==> config.mk <==
export PLATFORM = sky130hd
export DESIGN_NAME = display_color_encoder_pipe_flat
export DESIGN_NICKNAME = d
export VERILOG_FILES = /design/src/rtl/display_color_encoder_pipe_if.sv /design/src/rtl/display_color_encoder_pipe.sv /design/src/flat_wrapper.sv
export SDC_FILE = /design/constraint.sdc
export NUM_CORES = 2
export LEC_CHECK = 0
export ABC_AREA = 1
export CAP_MARGIN = 20
export CORE_UTILIZATION = 25
export CTS_CLUSTER_DIAMETER = 50
export DETAILED_ROUTE_END_ITERATION = 8
export SLEW_MARGIN = 10
export SYNTH_ARGS = -nofsm -noshare
export SYNTH_HDL_FRONTEND = slang
export SYNTH_SLANG_ARGS = --single-unit
==> constraint.sdc <==
create_clock -name clk -period 13.4 [get_ports clk]
set_input_delay 2.68 -clock clk [delete_from_list [all_inputs] [get_ports clk]]
set_output_delay 2.68 -clock clk [all_outputs]
set_load 0.005 [all_outputs]
==> src/rtl/display_color_encoder_pipe_if.sv <==
// Pixel stream bundle for the colour encoder: input word, per-word settings and output word with valid/ready.
interface display_color_encoder_pipe_if #(
  parameter int segments     = 2,
  parameter int channel_bits = 8
);
  localparam int W = segments * 3 * channel_bits;

  logic [W-1:0]            in_pixel;
  logic                    in_valid;
  logic                    in_ready;
  logic                    gamma_en;
  logic [channel_bits-1:0] brightness;
  logic [W-1:0]            out_pixel;
  logic                    out_valid;
  logic                    out_ready;

  modport master (
    output in_pixel, in_valid, gamma_en, brightness, out_ready,
    input  in_ready, out_pixel, out_valid
  );

  modport slave (
    input  in_pixel, in_valid, gamma_en, brightness, out_ready,
    output in_ready, out_pixel, out_valid
  );
endinterface

==> src/rtl/display_color_encoder_pipe.sv <==
// Per-channel optional gamma-2 then brightness scale; 3-cycle latency, one word/cycle.
// Backpressure: in_ready is combinational from out_ready through the stage valids, so bubbles collapse and nothing is dropped.
module display_color_encoder_pipe #(
  parameter int segments     = 2,
  parameter int channel_bits = 8
) (
  input logic                         clk,
  input logic                         rst,
  display_color_encoder_pipe_if.slave bus
);
  localparam int CB  = channel_bits;
  localparam int NCH = segments * 3;
  localparam int W   = NCH * CB;
  localparam int PW  = 2 * CB + 1;

  // (a*(b+1))>>CB never exceeds all-ones, so gamma (b=a) and brightness share it.
  function automatic logic [CB-1:0] scale(input logic [CB-1:0] a, input logic [CB-1:0] b);
    logic [PW-1:0] p;
    p = PW'(a) * (PW'(b) + PW'(1));
    return CB'(p >> CB);
  endfunction

  function automatic logic [W-1:0] gamma_word(input logic [W-1:0] w, input logic en);
    logic [W-1:0] r;
    r = w;
    if (en) begin
      for (int i = 0; i < NCH; i++) r[i*CB +: CB] = scale(w[i*CB +: CB], w[i*CB +: CB]);
    end
    return r;
  endfunction

  function automatic logic [W-1:0] bright_word(input logic [W-1:0] w, input logic [CB-1:0] b);
    logic [W-1:0] r;
    for (int i = 0; i < NCH; i++) r[i*CB +: CB] = scale(w[i*CB +: CB], b);
    return r;
  endfunction

  logic [W-1:0]  s1_pix_q, s1_pix_d;
  logic          s1_gam_q, s1_gam_d;
  logic [CB-1:0] s1_bri_q, s1_bri_d;
  logic          s1_vld_q, s1_vld_d;
  logic [W-1:0]  s2_pix_q, s2_pix_d;
  logic [CB-1:0] s2_bri_q, s2_bri_d;
  logic          s2_vld_q, s2_vld_d;
  logic [W-1:0]  s3_pix_q, s3_pix_d;
  logic          s3_vld_q, s3_vld_d;
  logic          rdy1, rdy2, rdy3;

  always_comb begin
    rdy3 = !s3_vld_q || bus.out_ready;
    rdy2 = !s2_vld_q || rdy3;
    rdy1 = !s1_vld_q || rdy2;

    s1_pix_d = s1_pix_q;
    s1_gam_d = s1_gam_q;
    s1_bri_d = s1_bri_q;
    s1_vld_d = s1_vld_q;
    s2_pix_d = s2_pix_q;
    s2_bri_d = s2_bri_q;
    s2_vld_d = s2_vld_q;
    s3_pix_d = s3_pix_q;
    s3_vld_d = s3_vld_q;

    // Settings travel with the word so later changes never touch words in flight.
    if (rdy1) begin
      s1_vld_d = bus.in_valid;
      if (bus.in_valid) begin
        s1_pix_d = bus.in_pixel;
        s1_gam_d = bus.gamma_en;
        s1_bri_d = bus.brightness;
      end
    end

    if (rdy2) begin
      s2_vld_d = s1_vld_q;
      if (s1_vld_q) begin
        s2_pix_d = gamma_word(s1_pix_q, s1_gam_q);
        s2_bri_d = s1_bri_q;
      end
    end

    if (rdy3) begin
      s3_vld_d = s2_vld_q;
      if (s2_vld_q) s3_pix_d = bright_word(s2_pix_q, s2_bri_q);
    end
  end

  always_ff @(posedge clk) begin
    if (rst) begin
      s1_pix_q <= '0;
      s1_gam_q <= 1'b0;
      s1_bri_q <= '0;
      s1_vld_q <= 1'b0;
      s2_pix_q <= '0;
      s2_bri_q <= '0;
      s2_vld_q <= 1'b0;
      s3_pix_q <= '0;
      s3_vld_q <= 1'b0;
    end else begin
      s1_pix_q <= s1_pix_d;
      s1_gam_q <= s1_gam_d;
      s1_bri_q <= s1_bri_d;
      s1_vld_q <= s1_vld_d;
      s2_pix_q <= s2_pix_d;
      s2_bri_q <= s2_bri_d;
      s2_vld_q <= s2_vld_d;
      s3_pix_q <= s3_pix_d;
      s3_vld_q <= s3_vld_d;
    end
  end

  assign bus.in_ready  = rdy1;
  assign bus.out_pixel = s3_pix_q;
  assign bus.out_valid = s3_vld_q;
endmodule

==> src/flat_wrapper.sv <==
// flat-port wrapper written by rule: the top's interface ports become plain ports
module display_color_encoder_pipe_flat 
#(
  parameter int segments     = 2,
  parameter int channel_bits = 8
)
  (clk, rst, bus_in_pixel, bus_in_valid, bus_gamma_en, bus_brightness, bus_out_ready, bus_in_ready, bus_out_pixel, bus_out_valid);
  display_color_encoder_pipe_if #(.segments(segments), .channel_bits(channel_bits)) bus_i ();
  input logic clk;
  input logic rst;
  input wire logic [$bits(bus_i.in_pixel)-1:0] bus_in_pixel;
  input wire logic [$bits(bus_i.in_valid)-1:0] bus_in_valid;
  input wire logic [$bits(bus_i.gamma_en)-1:0] bus_gamma_en;
  input wire logic [$bits(bus_i.brightness)-1:0] bus_brightness;
  input wire logic [$bits(bus_i.out_ready)-1:0] bus_out_ready;
  output wire logic [$bits(bus_i.in_ready)-1:0] bus_in_ready;
  output wire logic [$bits(bus_i.out_pixel)-1:0] bus_out_pixel;
  output wire logic [$bits(bus_i.out_valid)-1:0] bus_out_valid;
  assign bus_i.in_pixel = bus_in_pixel;
  assign bus_i.in_valid = bus_in_valid;
  assign bus_i.gamma_en = bus_gamma_en;
  assign bus_i.brightness = bus_brightness;
  assign bus_i.out_ready = bus_out_ready;
  assign bus_in_ready = bus_i.in_ready;
  assign bus_out_pixel = bus_i.out_pixel;
  assign bus_out_valid = bus_i.out_valid;
  display_color_encoder_pipe #(.segments(segments), .channel_bits(channel_bits)) u_core (.clk(clk), .rst(rst), .bus(bus_i));
endmodule
; Word level (Yosys, flattened, before mapping)
; Cells that the tools add are included.
; W data, S select, Z words.
[totals]
output_inout_bits = 50
reg_bits = 164
[op_classes]
reduce_logical = 9
n_addsub = 7
mux = 1
mul = 12
[op_table]
columns = operator, n
row1 = $mul A8 B17 Y16, 12
row2 = $add A8 B1 Y9 const B, 7
row3 = $mux W48, 1
row4 = $reduce_and A2 Y1, 3
row5 = $logic_not A1 Y1, 3
row6 = $logic_or A1 B1 Y1, 3

; Longest topological paths before layout
[logic_depth]
ltp_word = 5
mapped_depth = 28
mapped_depth_nobuf = 27

; Least setup slack after synthesis
; Ideal clock, no wire load.
[synth_timing]
path_kind = input -> output
start = input port bus_out_ready
end = output port bus_in_ready
t_arrival_ns = 2.980
required_time_ns = 10.720
setup_slack_ns = 7.740
cell_stages = 4
n_path_buf = 0
path_cell_list = inv_1 > nand2_1 > nor2_1 > nand2_1
[synth_between]
elab_chain_cells = 3
[synth_lines]
columns = item, line
row1 = from (decl), flat_wrapper.sv:15  ; input wire logic [$bits(bus_i.out_ready)-1:0] bus_out_ready;
row2 = $logic_or A1 B1 Y1, display_color_encoder_pipe.sv:50  ; rdy3 = !s3_vld_q || bus.out_ready;
row3 = $logic_or A1 B1 Y1, display_color_encoder_pipe.sv:51  ; rdy2 = !s2_vld_q || rdy3;
row4 = $logic_or A1 B1 Y1, display_color_encoder_pipe.sv:52  ; rdy1 = !s1_vld_q || rdy2;
row5 = to (decl), flat_wrapper.sv:16  ; output wire logic [$bits(bus_i.in_ready)-1:0] bus_in_ready;
; Every way passes these cells.

; Final worst setup path
; Ends and elaborated chain as after synthesis.

==> impl_metrics.ini <==
[outcome]
status = finished, final reports clean

[timing]
grt_setup_unrepaired = false
timing.fmax_ghz = 0.1494
finalSetupViolCount = 0
setup_ws_ns = 6.709
relSlewSlack = 0.3267
worstMarginPinSlew_ns = 1.008
hold_viol_final = 0
finalMaxSlewViolations = 0
period_needed_ns = 6.691
period_share = 0.4994
tns_ns = 0
final.setup_skew_ns = 0.01791

[critical_path]
critPathRequiredTime_ns = 10.72
worstSetupEndpoint = bus_in_ready
worstSetupStartpoint = bus_out_ready
r2r_cells = 24
worstSetupPathType = primary input to output port
critPathCaptureType = output port
crit_arrival_ns = 4.01
rr_endpoint = u_core.bus.out_pixel[31]
r2r_start = u_core.s2_bri_q[0]
start_kind = primary input
r2r_slack_ns = 7.67
path_max_fanout = 3

[yosys]
yosys_warnings = 0
ys_top_cells_by_area = fa_1 29%, ha_1 17%, inv_1 10%
synth_edf_count = 0
ys_seq_area_frac = 0.09789
syn-num-nets = 5686
syn_area_um2 = 33540
yosys_register_bits = 164
syn_avg_cell_area_um2 = 7.136
async_reset_ff_frac = 0
ys_types = 38
postSynthCellCount = 4700
synth_top_area_frac = 0.2865
ys.flop_type = dfxtp_1
yosysTopAreaCell = fa_1

[hold_path]
min_from = u_core.s1_bri_q[1]
hp-class = flop to flop

[cells_and_area]
drive_gt1_frac = 0.02865
num-nets-final = 5720
final_common_cell = inv_1
finalNonFillerCells = 6516
syn2layout_area_growth_pct = 10.65
finish.instance_area_um2 = 37110
final_cell_mix = 928 x inv_1, 890 x nor2_1, 775 x nand2_1, 480 x fa_1, 445 x ha_1

[clock_tree]
cts_resized = 0
htreeDepth = 4
cts_sinks = 164
post_cts_buffers = 0
cts_buffers = 17
root_buffer = clkbuf_16
clock_path_buffers = 2
clk_latency_ns = 0.53
cts-hold-fix-buffers = 0
tritoncts = yes
path_clk_slew_ns = 0.07

[placed_design]
numPortBuffers = 110
placed_cells = 6483
dpl-instance-area_um2 = 36510
preCtsSetupSlack_ns = 6.715
gp_congestion = 0.8569
dp_hpwl_mm = 75.25

[route]
drtIter0Drc = 1638
dr.pass1.iters = 7
detail_route.wl_per_cell_um = 14.45
drt-vias-per-instance = 4.484
detail-route-antenna-nets = 0
drc = 0
via_count = 29220
totalWireLength_mm = 94.19

[floorplanning]
die_area_um2 = 135600
die_w_um = 368.3
rows = 134
die_h_um = 368.3
initial_utilization = 0.2516
core_um2 = 133300
num_io_pins = 111

[grt]
grt_pass1_wl_mm = 155.8
grt_usage = 0.1427
grt_pass1_vias = 30060
grt_antenna_before_repair = 0
grt_overflow_total = 0
grt_max_degree = 79

[flow_run]
max_cap_viol_count = 0

[pwr]
peakVddDrop_mv = 0.1105
power_density_nw_per_um2 = 52.91
leakage_nw = 19.01
stage by stage:
step,utilization,total power [mW],hold WS (ns)
floorplan,-,1.176,0.4495
global placement,0.2739,1.435,0.4636
detailed placement,0.2739,1.444,0.4698
CTS,0.2784,1.995,0.4875
global route,0.2784,2.139,0.5073
finish,0.2784,1.963,0.4832
cells in the mapped netlist, types with 6 or more instances:
library cell,count
a21o_1,14
a21oi_1,284
and2_1,7
buf_1,11
buf_2,34
clkbuf_1,63
clkinv_1,26
dfxtp_1,164
fa_1,480
ha_1,445
inv_1,929
inv_2,21
nand2_1,777
nand3_1,194
nand4_1,29
nor2_1,890
nor3_1,33
o21ai_0,160
o21ai_1,6
o21bai_1,31
or2_2,49
xnor2_1,6
xor2_1,16
where the power goes:
group | switching, mW | internal [mW]
Clock | 0.268 | 0.263
Sequential | 0.0380 | 0.516
Combinational | 0.564 | 0.313
final cells by class:
type	instances	area, um2
Clock inverter	15	171.4
Sequential cell	164	3284
Antenna cell	1	2.502
Tap cell	1768	2212
Timing Repair Buffer	125	1211
Fill cell	14600	96180
Inverter	976	3665
Multi-Input combinational cell	3450	26140
Clock buffer	17	425.4
flip-flops by register name, indices dropped and copies added (netlist names):
name                  flops
u_core.bus.out_pixel     48
u_core.s1_pix_q          48
u_core.s2_pix_q          48
u_core.s1_bri_q           8
u_core.s2_bri_q           8
u_core.bus.out_valid      1
u_core.s1_gam_q           1
u_core.s1_vld_q           1
u_core.s2_vld_q           1
per-layer routing:
metal	track usage	vias up	wire length [um]
met5	0	-	0
met1	0.1811	14110	42590
li1	-	14440	-
met2	0.2514	585	45860
met3	0.01892	84	3917
met4	0.03822	0	1814
worst min-delay path by stage:
stage,end,cells after the start,slack (ns)
finish,u_core.s1_bri_q[1],2,0.48
CTS,u_core.bus.out_valid,2,0.49
detailed placement,u_core.s1_bri_q[7],2,0.47
global route,u_core.bus.out_valid,2,0.51
floorplan,u_core.s1_bri_q[0],2,0.45
global placement,u_core.s1_bri_q[1],2,0.46
worst max-delay path: stages:
cell and delay, ns:
clkdlybuf4s50_1 0.46, inv_1 0.04, nand2_1 0.09, nor2_1 0.07, nand2_1 0.14, clkdlybuf4s50_1 0.52
cell families (layout without fill, tap and decap cells):
logic type / Yosys count / count (layout) / share of synthesized area
AO/OA/AOI/OAI: 504 / 504 / 0.07916
XOR/XNOR: 22 / 22 / 0.005745
adder cells (fa/ha/maj): 925 / 925 / 0.4525
buffers and inverters: 1086 / 1133 / 0.1231
flip-flops: 164 / 164 / 0.09789
other: 0 / 1 / 0
AND/OR/NAND/NOR: 1999 / 1999 / 0.2416
(Power assumes the default switching activity.)
